[src/rtl/gc_table_streamer_pkg.sv]
// Shared constants, gate codes and storage types for the garbled-table streamer.
// SKID tracks the GC_engine pipeline depth so issue_ok leaves room for gates already in flight.
package gc_table_streamer_pkg;

    localparam int K      = 128;
    localparam int S      = 32;
    localparam int W      = 32;
    localparam int NR_AES = 10;
    localparam int SKID   = NR_AES + 2;
    localparam int DEPTH  = 16;
    localparam int BEATS  = (2 * K) / W;
    localparam int BEAT_W = (BEATS > 1) ? $clog2(BEATS) : 1;
    localparam int CNT_W  = $clog2(DEPTH) + 1;

    typedef enum logic [3:0] {
        ANDGATE  = 4'd0,
        XORGATE  = 4'd1,
        XNORGATE = 4'd2,
        NOTGATE  = 4'd3,
        ORGATE   = 4'd4,
        NANDGATE = 4'd5,
        NORGATE  = 4'd6
    } gate_e;

    // rows = {gt_row_1, gt_row_0}, so beat 0 is the least significant word of row 0
    typedef struct packed {
        logic [S-1:0]   gid;
        logic [2*K-1:0] rows;
    } entry_t;

    localparam int ENTRY_W = $bits(entry_t);

    typedef enum logic {
        IDLE,
        SEND
    } state_e;

    function automatic logic is_free(input logic [3:0] code);
        return (code == XORGATE) || (code == XNORGATE) || (code == NOTGATE);
    endfunction

endpackage

[src/rtl/gc_table_streamer_if.sv]
// Gate-result input bus plus the serialised table stream toward the host link.
// master = gate issuer / stream sink side, slave = the streamer itself.
interface gc_table_streamer_if;
    import gc_table_streamer_pkg::*;

    logic           in_valid;
    logic [3:0]     in_g_logic;
    logic [S-1:0]   in_gid;
    logic [K-1:0]   gt_row_0;
    logic [K-1:0]   gt_row_1;
    logic           issue_ok;

    logic [W-1:0]   out_data;
    logic [S-1:0]   out_gid;
    logic           out_valid;
    logic           out_last;
    logic           out_ready;

    modport master (
        output in_valid, in_g_logic, in_gid, gt_row_0, gt_row_1, out_ready,
        input  issue_ok, out_data, out_gid, out_valid, out_last
    );

    modport slave (
        input  in_valid, in_g_logic, in_gid, gt_row_0, gt_row_1, out_ready,
        output issue_ok, out_data, out_gid, out_valid, out_last
    );

endinterface

[src/rtl/gc_sync_fifo.sv]
// Synchronous FIFO with occupancy count; a push while full is accepted only
// when a pop frees a slot in the same cycle.
module gc_sync_fifo #(
    parameter int WIDTH = 8,
    parameter int DEPTH = 16
) (
    input  logic                   clk,
    input  logic                   rst,
    input  logic                   push_i,
    input  logic [WIDTH-1:0]       wdata_i,
    input  logic                   pop_i,
    output logic [WIDTH-1:0]       rdata_o,
    output logic                   full_o,
    output logic                   empty_o,
    output logic [$clog2(DEPTH):0] count_o
);

    localparam int AW = $clog2(DEPTH);
    localparam int CW = AW + 1;

    logic [WIDTH-1:0] mem_q [DEPTH];
    logic [AW-1:0]    wr_ptr_q;
    logic [AW-1:0]    rd_ptr_q;
    logic [CW-1:0]    count_q;
    logic [CW-1:0]    count_d;
    logic             do_push;
    logic             do_pop;

    assign empty_o = (count_q == '0);
    assign full_o  = (count_q == CW'(DEPTH));
    assign do_pop  = pop_i && !empty_o;
    assign do_push = push_i && (!full_o || do_pop);
    assign rdata_o = mem_q[rd_ptr_q];
    assign count_o = count_q;

    always_comb begin
        // NOTE: default assignment first, so no path leaves count_d unassigned and no latch is inferred.
        count_d = count_q;
        if (do_push && !do_pop) begin
            count_d = count_q + CW'(1);
        end else if (do_pop && !do_push) begin
            count_d = count_q - CW'(1);
        end
    end

    // NOTE: storage is deliberately not reset; the pointers and count alone decide which slots are valid.
    always_ff @(posedge clk) begin
        if (do_push) begin
            mem_q[wr_ptr_q] <= wdata_i;
        end
    end

    always_ff @(posedge clk) begin
        // NOTE: non-blocking assignments, so every register samples pre-edge values regardless of statement order.
        if (rst) begin
            wr_ptr_q <= '0;
            rd_ptr_q <= '0;
            count_q  <= '0;
        end else begin
            if (do_push) begin
                wr_ptr_q <= wr_ptr_q + AW'(1);
            end
            if (do_pop) begin
                rd_ptr_q <= rd_ptr_q + AW'(1);
            end
            count_q <= count_d;
        end
    end

endmodule

[src/rtl/gc_table_streamer.sv]
// Buffers garbled-table rows of non-free gates and serialises them as W-bit beats;
// free-XOR gates are only counted. issue_ok throttles the non-stallable GC_engine.
module gc_table_streamer
    import gc_table_streamer_pkg::*;
(
    input  logic                clk,
    input  logic                rst,
    gc_table_streamer_if.slave  bus,
    output logic [31:0]         tables_sent,
    output logic [31:0]         free_gates,
    output logic                overflow
);

    logic              free_gate;
    logic              push_req;
    logic              pop;
    logic              fifo_full;
    logic              fifo_empty;
    logic              last_accept;
    logic [CNT_W-1:0]  occupancy;
    entry_t            wr_entry;
    entry_t            head;

    state_e            state_q;
    entry_t            shifter_q;
    logic [BEAT_W-1:0] beat_q;
    logic [BEAT_W-1:0] beat_d;
    logic [W-1:0]      out_data_q;
    logic [S-1:0]      out_gid_q;
    logic              out_valid_q;
    logic              out_last_q;
    logic [31:0]       tables_sent_q;
    logic [31:0]       free_gates_q;
    logic              overflow_q;

    assign free_gate     = is_free(bus.in_g_logic);
    assign push_req      = bus.in_valid && !free_gate;
    assign wr_entry.gid  = bus.in_gid;
    assign wr_entry.rows = {bus.gt_row_1, bus.gt_row_0};
    assign last_accept   = out_valid_q && bus.out_ready && out_last_q;
    assign beat_d        = beat_q + BEAT_W'(1);

    // A pop happens only when the shifter is free or its last beat leaves this cycle.
    always_comb begin
        pop = 1'b0;
        if (!fifo_empty) begin
            pop = (state_q == IDLE) || last_accept;
        end
    end

    gc_sync_fifo #(
        .WIDTH (ENTRY_W),
        .DEPTH (DEPTH)
    ) u_fifo (
        .clk     (clk),
        .rst     (rst),
        .push_i  (push_req),
        .wdata_i (wr_entry),
        .pop_i   (pop),
        .rdata_o (head),
        .full_o  (fifo_full),
        .empty_o (fifo_empty),
        .count_o (occupancy)
    );

    always_ff @(posedge clk) begin
        if (rst) begin
            state_q       <= IDLE;
            shifter_q     <= '0;
            beat_q        <= '0;
            out_data_q    <= '0;
            out_gid_q     <= '0;
            out_valid_q   <= 1'b0;
            out_last_q    <= 1'b0;
            tables_sent_q <= '0;
            free_gates_q  <= '0;
            overflow_q    <= 1'b0;
        end else begin
            if (bus.in_valid && free_gate) begin
                free_gates_q <= free_gates_q + 32'd1;
            end
            if (push_req && fifo_full && !pop) begin
                overflow_q <= 1'b1;
            end
            if (last_accept) begin
                tables_sent_q <= tables_sent_q + 32'd1;
            end

            if (pop) begin
                // Load a fresh table; covers both IDLE start and back-to-back reload.
                state_q     <= SEND;
                shifter_q   <= head;
                beat_q      <= '0;
                out_data_q  <= head.rows[W-1:0];
                out_gid_q   <= head.gid;
                out_valid_q <= 1'b1;
                out_last_q  <= (BEATS == 1);
            end else if (state_q == SEND && bus.out_ready) begin
                if (out_last_q) begin
                    state_q     <= IDLE;
                    out_valid_q <= 1'b0;
                    out_last_q  <= 1'b0;
                end else begin
                    beat_q     <= beat_d;
                    out_data_q <= shifter_q.rows[beat_d*W +: W];
                    out_last_q <= (beat_d == BEAT_W'(BEATS - 1));
                end
            end
        end
    end

    assign bus.issue_ok  = (occupancy <= CNT_W'(DEPTH - SKID));
    assign bus.out_data  = out_data_q;
    assign bus.out_gid   = out_gid_q;
    assign bus.out_valid = out_valid_q;
    assign bus.out_last  = out_last_q;
    assign tables_sent   = tables_sent_q;
    assign free_gates    = free_gates_q;
    assign overflow      = overflow_q;

endmodule

[src/flat_wrapper.sv]
// flat-port wrapper written by rule: the top's interface ports become plain ports
module gc_table_streamer_flat import gc_table_streamer_pkg::*;
  (clk, rst, tables_sent, free_gates, overflow, bus_in_valid, bus_in_g_logic, bus_in_gid, bus_gt_row_0, bus_gt_row_1, bus_out_ready, bus_issue_ok, bus_out_data, bus_out_gid, bus_out_valid, bus_out_last);
  gc_table_streamer_if bus_i ();
  input  logic clk;
  input  logic rst;
  output logic [31:0] tables_sent;
  output logic [31:0] free_gates;
  output logic overflow;
  input wire logic [$bits(bus_i.in_valid)-1:0] bus_in_valid;
  input wire logic [$bits(bus_i.in_g_logic)-1:0] bus_in_g_logic;
  input wire logic [$bits(bus_i.in_gid)-1:0] bus_in_gid;
  input wire logic [$bits(bus_i.gt_row_0)-1:0] bus_gt_row_0;
  input wire logic [$bits(bus_i.gt_row_1)-1:0] bus_gt_row_1;
  input wire logic [$bits(bus_i.out_ready)-1:0] bus_out_ready;
  output wire logic [$bits(bus_i.issue_ok)-1:0] bus_issue_ok;
  output wire logic [$bits(bus_i.out_data)-1:0] bus_out_data;
  output wire logic [$bits(bus_i.out_gid)-1:0] bus_out_gid;
  output wire logic [$bits(bus_i.out_valid)-1:0] bus_out_valid;
  output wire logic [$bits(bus_i.out_last)-1:0] bus_out_last;
  assign bus_i.in_valid = bus_in_valid;
  assign bus_i.in_g_logic = bus_in_g_logic;
  assign bus_i.in_gid = bus_in_gid;
  assign bus_i.gt_row_0 = bus_gt_row_0;
  assign bus_i.gt_row_1 = bus_gt_row_1;
  assign bus_i.out_ready = bus_out_ready;
  assign bus_issue_ok = bus_i.issue_ok;
  assign bus_out_data = bus_i.out_data;
  assign bus_out_gid = bus_i.out_gid;
  assign bus_out_valid = bus_i.out_valid;
  assign bus_out_last = bus_i.out_last;
  gc_table_streamer u_core (.clk(clk), .rst(rst), .bus(bus_i), .tables_sent(tables_sent), .free_gates(free_gates), .overflow(overflow));
endmodule
[config.mk]
export PLATFORM = sky130hd
export DESIGN_NAME = gc_table_streamer_flat
export DESIGN_NICKNAME = d
export VERILOG_FILES = /design/src/rtl/gc_table_streamer_pkg.sv /design/src/rtl/gc_table_streamer_if.sv /design/src/rtl/gc_sync_fifo.sv /design/src/rtl/gc_table_streamer.sv /design/src/flat_wrapper.sv
export SDC_FILE = /design/constraint.sdc
export NUM_CORES = 2
export LEC_CHECK = 0
export ABC_AREA = 0
export CAP_MARGIN = 40
export CORE_AREA = 3 3 561 563
export CTS_CLUSTER_DIAMETER = 100
export CTS_CLUSTER_SIZE = 12
export DETAILED_ROUTE_END_ITERATION = 10
export DIE_AREA = 0 0 564 566
export HOLD_SLACK_MARGIN = 0.02
export PLACE_DENSITY = 0.83
export SYNTH_ARGS = -nofsm -noshare
export SYNTH_HDL_FRONTEND = slang
export SYNTH_HIERARCHICAL = 1
export SYNTH_MEMORY_MAX_BITS = 65536
export SYNTH_SLANG_ARGS = --single-unit
[constraint.sdc]
create_clock -name clk -period 22.3 [get_ports clk]
set_input_delay 5.575 -clock clk [delete_from_list [all_inputs] [get_ports clk]]
set_output_delay 5.575 -clock clk [all_outputs]
set_load 0.03 [all_outputs]
* Word-level counts from Yosys, hierarchy flattened *
Memory sizes are Yosys's and may differ from the RTL's. A register that Yosys moved wholly into a read port is not among the register bits.
Cells that the tools add are included.

cells by class
  eq/ne operators = 6
  $add $sub $neg = 7
  shifts and indexed selects = 1
  bitwise operators = 2
  reduce and logical (&&, ||, !) cells = 28
  $lt $le $gt $ge = 1
  muxes and demuxes = 14

operators by type and width
  kind                                                                      count
  256-bit by 9-bit indexed part select with 32-bit output                   1
  32-bit 2-to-1 mux                                                         3
  32-bit by 1-bit adder with 32-bit output (second input constant)          2
  1-bit logical AND                                                         10
  5-bit 2-to-1 mux                                                          2
  4-bit by 1-bit adder with 4-bit output (second input constant)            2
  4-bit by 2-bit == test with 1-bit output (second input constant)          2
  4-bit 2-to-1 mux                                                          2
  1-bit 2-to-1 mux                                                          7
  1-bit zero test                                                           6
  2-bit AND reduction                                                       3
  2-bit nonzero test                                                        3
  5-bit by 1-bit adder with 5-bit output (second input constant)            1
  5-bit == test (second input constant)                                     1
  5-bit by 3-bit <= comparator with 1-bit output (second input constant)    1
  5-bit zero test                                                           1
  5-bit by 1-bit subtractor with 5-bit output (second input constant)       1
  4-bit by 1-bit == test with 1-bit output (second input constant)          1
  1-bit logical OR                                                          4
  3-bit by 1-bit adder with 3-bit output (second input constant)            1
  3-bit == test (second input constant)                                     1
  2-bit by 1-bit inequality test with 1-bit output (second input constant)  1
  1-bit inverter                                                            2
  2-bit OR reduction                                                        1

storage, ports and cells
  memories kept = 1
  output and inout port bits = 132
  memory bits (writable) = 4608
  input bits = 296
  bits in registers = 403

memory list
  name                 depth  width  rd ports  clocked after memory_dff  wr ports  RTL line            text
  u_core.u_fifo.mem_q  16     288    1         1                         1         gc_sync_fifo.sv:21  logic [WIDTH-1:0] mem_q [DEPTH];

* Depth between registers and ports, before layout *
  depth after elaboration = 11
  depth in mapped cells = 17
  depth with buffers taken out = 14

* By module *
Netlist, hierarchy kept.

by module, submodules not included
  module             cells an instance  area each (um^2)  seq. area each (um^2)  times used
  gc_sync_fifo       7139               172497.9          138713.0               1
  gc_table_streamer  1875               16171.8           7807.5                 1

* Worst setup path before layout *
OpenSTA, ideal clock, no wires.

  kind = in2reg
  start point = in bus_out_ready
  end point = mem u_core/u_fifo/mem_q[12][0] in the netlist's numbering, enable pin
  stages = 9
  path slack = 2382 ps
  data required time = 21357 ps
  data arrival time = 18975 ps
  cell sequence = a21boi_0 -> or2_2 -> buf_2 -> inv_2 -> clkbuf_1 -> nor2b_1 -> a21bo_2 -> buf_2 -> nor2_1

between the ends
  cells in the longest elaborated chain, start to end = 9

ends and longest elaborated chain
  element                                 RTL line                 text
  from (decl)                             flat_wrapper.sv:15       input wire logic [$bits(bus_i.out_ready)-1:0] bus_out_ready;
  1-bit logical AND                       n/a
  1-bit logical AND                       gc_table_streamer.sv:40  assign last_accept = out_valid_q && bus.out_ready && out_last_q;
  1-bit logical OR                        gc_table_streamer.sv:47  pop = (state_q == IDLE) || last_accept;
  1-bit 2-to-1 mux                        gc_table_streamer.sv:46  if (!fifo_empty) begin
  via u_core.pop                          gc_table_streamer.sv:16  logic pop;
  1-bit logical AND                       gc_sync_fifo.sv:31       assign do_pop = pop_i && !empty_o;
  1-bit logical OR                        gc_sync_fifo.sv:32       assign do_push = push_i && (!full_o || do_pop);
  1-bit logical AND                       gc_sync_fifo.sv:32
  1-bit 2-to-1 mux                        gc_sync_fifo.sv:48       if (do_push) begin
  1-bit 2-to-1 mux (implied by the code)  gc_sync_fifo.sv:49       mem_q[wr_ptr_q] <= wdata_i;
  to (decl)                               gc_sync_fifo.sv:21

The timed path passes the listed nets, and every way through them passes these cells.

* Worst setup path in the final report *
  start point = in bus_out_ready
  end point = mem u_core/u_fifo/mem_q[1][148] in the netlist's numbering, enable pin

between the ends
  cells in the longest elaborated chain, start to end = 9

ends and longest elaborated chain
  element                                 RTL line
  1-bit logical AND                       n/a
  1-bit logical AND                       gc_table_streamer.sv:40
  1-bit logical OR                        gc_table_streamer.sv:47
  1-bit 2-to-1 mux                        gc_table_streamer.sv:46
  1-bit logical AND                       gc_sync_fifo.sv:31
  1-bit logical OR                        gc_sync_fifo.sv:32
  1-bit logical AND                       gc_sync_fifo.sv:32
  1-bit 2-to-1 mux                        gc_sync_fifo.sv:48
  1-bit 2-to-1 mux (implied by the code)  gc_sync_fifo.sv:49

Every way passes these cells.

==> impl_metrics.env <==
export IMPL_cts_buffers=457
export IMPL_pwr_share_clk=0.311
export IMPL_avgSynthCellArea_um2=20.9
export IMPL_hpwl_um=288000
export IMPL_nFillCells=16900
export IMPL_die_area_mm2=0.319
export IMPL_grt_pass1_wl_um=781000
export IMPL_p_leak_nw=64.9
export IMPL_crit_fanout=97
export IMPL_final_setup_tns_ns=0
export IMPL_cpMostUsedCell="buf_4"
export IMPL_fin_nets=9879
export IMPL_switching_share=0.288
export IMPL_worstMarginPinSlew_ns=1.32
export IMPL_grt_max_degree=227
export IMPL_routabilityCongestion=0.877
export IMPL_internal_power_mw=16.5
export IMPL_cts_hold_fix_buffers=0
export IMPL_drtIter0Drc=18400
export IMPL_synthTopCellsByArea="edfxtp_1 (73%), mux4_2 (15%), dfxtp_1 (4.3%)"
export IMPL_netlist_instances=9014
export IMPL_drc_errors=0
export IMPL_ios=428
export IMPL_overflow=0
export IMPL_synth_top_area_cell="edfxtp_1"
export IMPL_synth_top_area_share=0.733
export IMPL_syn2layout_area_growth_pct=12.3
export IMPL_peakVddDrop_uv=145
export IMPL_finClkSkew_ns=0.116
export IMPL_cp_end_kind="flop"
export IMPL_finalPower_mw=23.1
export IMPL_synth_fp_nets=9324
export IMPL_power_frac_seq=0.473
export IMPL_hp_class="flop to flop"
export IMPL_fin_crit_sh=0.491
export IMPL_async_flop_share=0
export IMPL_drive_above_1_share=0.201
export IMPL_cts_clk_slew_worst_paths_ns=0.06
export IMPL_power_frac_comb=0.216
export IMPL_antenna_left=0
export IMPL_yosys_warnings=6
export IMPL_post_synth_instance_area_mm2=0.189
export IMPL_core_mm2=0.309
export IMPL_vias=103000
export IMPL_setup_viol=0
export IMPL_initial_core_util=0.610
export IMPL_start_kind="input pin"
export IMPL_fmax_ghz=0.0914
export IMPL_std_cell_rows=204
export IMPL_arrival_ns=11.53
export IMPL_drv_slew=0
export IMPL_cts_resized=0
export IMPL_cap_violations=0
export IMPL_vias_per_cell=7.33
export IMPL_max_slew_margin=0.119
export IMPL_io_buffers=427
export IMPL_die_w_um=564
export IMPL_post_cts_setup_buffers=0
export IMPL_yosysSeqAreaShare=0.777
export IMPL_first_pass_iters=7
export IMPL_crit_chain="clkdlybuf4s50_1, a21boi_0, or2_4, inv_8, nor2b_1, a21bo_2, nor3_1, and2_4, buf_12, buf_4, buf_4, buf_4"
export IMPL_cts_buffer_depth=4
export IMPL_synth_ff_type="edfxtp_1"
export IMPL_p_switching_mw=6.67
export IMPL_antenna_found_initial=103
export IMPL_ys_types=55
export IMPL_slowest_delay_ns=0.80
export IMPL_grt_pass1_vias=103000
export IMPL_cp_required_ns=22.89
export IMPL_crit_slowest_cell="buf_4"
export IMPL_synth_edf_count=4608
export IMPL_clk_latency_ns=1.04
export IMPL_grt_total_usage=0.344
export IMPL_htree_levels=5
export IMPL_rsz0062_at_grt="false"
export IMPL_power_density_mw_per_mm2=109
export IMPL_path_class="input pin to flop"
export IMPL_ys_ff_latch=5015
export IMPL_wl_per_cell_um=39.3
export IMPL_drt_total_wl_um=550000
export IMPL_status="completed"
export IMPL_hold_viol=0
export IMPL_clock_sinks=5015
export IMPL_cts_root_buf="clkbuf_16"
export IMPL_finalCriticalPeriod_ns=10.94
export IMPL_cts_tree="built"
export IMPL_die_h_um=566
==> cell usage after synthesis, types with 37 or more instances <==
| cell type | instances |
|---|---|
| edfxtp_1 | 4608 |
| a21oi_1 | 363 |
| dfxtp_1 | 407 |
| a22oi_1 | 426 |
| o22ai_1 | 150 |
| clkbuf_1 | 271 |
| buf_1 | 76 |
| mux2i_1 | 37 |
| buf_2 | 139 |
| mux4_2 | 1216 |
| nor2_1 | 128 |
| nand2_1 | 813 |
==> layer usage <==
metal | GRT usage | routed length [um] | vias up
met5 | 0.00105 | 467 | -
met4 | 0.200 | 38600 | 68
met3 | 0.103 | 77000 | 1893
met2 | 0.531 | 263000 | 9888
met1 | 0.440 | 171000 | 52400
li1 | - | - | 38400
==> state kept, by name, summed over array words and instances, names as in the netlist, 3 cells and up, named ones only <==
signal and flops:
u_core/beat_q 3, u_core/u_fifo/wr_ptr_q 4, u_core/shifter_q 256, u_core/u_fifo/count_o 5, u_core/bus.out_gid 32, u_core/u_fifo/rd_ptr_q 4
u_core/u_fifo/mem_q 4608, u_core/free_gates 32, u_core/tables_sent 32, u_core/bus.out_data 32
==> power by group through the flow <==
stage	Sequential (mW)	Clock, mW	Combinational, mW
4_1_cts	10.9	7.23	4.92
5_1_grt	11.0	7.54	5.18
2_1_floorplan	11.1	0	3.17
6_report	11.0	7.20	4.99
3_5_place_dp	11.1	0	4.74
3_3_place_gp	11.1	0	4.53
==> kinds of logic after synthesis <==
family / Yosys count / synth area share
flops: 5015 / 0.777
mux: 1262 / 0.148
simple gates: 1114 / 0.0247
compound gates: 1026 / 0.0351
buf+inv: 557 / 0.0138
xor+xnor: 26 / 0.00121
fa+ha+maj: 14 / 0.000968
==> stage by stage <==
stage / setup slack [ns] / area, um2 / cells / hold slack [ns] / utilization
after floorplan: 2.38 / 189000 / 9014 / 0.433 / -
after global routing: 11.27 / 212000 / 14000 / 0.470 / 0.684
after global placement: 10.00 / 197000 / 13200 / 0.442 / 0.637
after detailed placement: 10.64 / 199000 / 13200 / 0.447 / 0.642
final: 11.36 / 212000 / 14000 / 0.459 / 0.685
after CTS: 11.53 / 212000 / 13900 / 0.455 / 0.684
==> layout make-up <==
class,count,area (um2),share of cell area
flip-flops and latches,5015,147000,0.692
multi-input cells,3442,39700,0.188
clock buffers,667,12300,0.0579
repair buffers,636,7190,0.0339
well taps,4120,5150,0.0243
clock inverters,29,642,0.00303
diodes,78,195,0.000922
inverters,17,71.3,0.000337
==> critical path: cells and delay by family <==
family,cells,cell delay (ns)
buffers and inverters,6,3.26
AND/OR/NAND/NOR,4,1.70
AO/OA/AOI/OAI,2,0.58
==> worst paths after layout <==
check,depth (start not counted),slack [ns],to,startpoint
setup / recovery,12,11.36,u_core/u_fifo/mem_q[1][148],bus_out_ready
hold / removal,2,0.46,u_core/shifter_q[66],u_core/shifter_q[66]
setup reg to reg,12,15.72,u_core/u_fifo/mem_q[1][148],u_core/u_fifo/count_o[0]
hold reg to reg,2,0.46,u_core/shifter_q[66],u_core/shifter_q[66]
==> placed cells by master, fill, tap and decap left out, types with 20 or more instances in the layout <==
cell type	n
a21oi_1	362
a22oi_1	426
buf_12	34
buf_16	46
buf_4	127
clkbuf_1	208
clkbuf_16	459
clkdlybuf4s50_1	426
dfxtp_1	403
diode_2	78
edfxtp_1	4608
mux2i_1	37
mux4_2	1216
nand2_1	812
nand3_1	24
nand4_1	20
nor2_1	123
o221ai_1	31
o22ai_1	150
o31ai_1	27
or4_1	29
(Power assumes the default switching activity.)
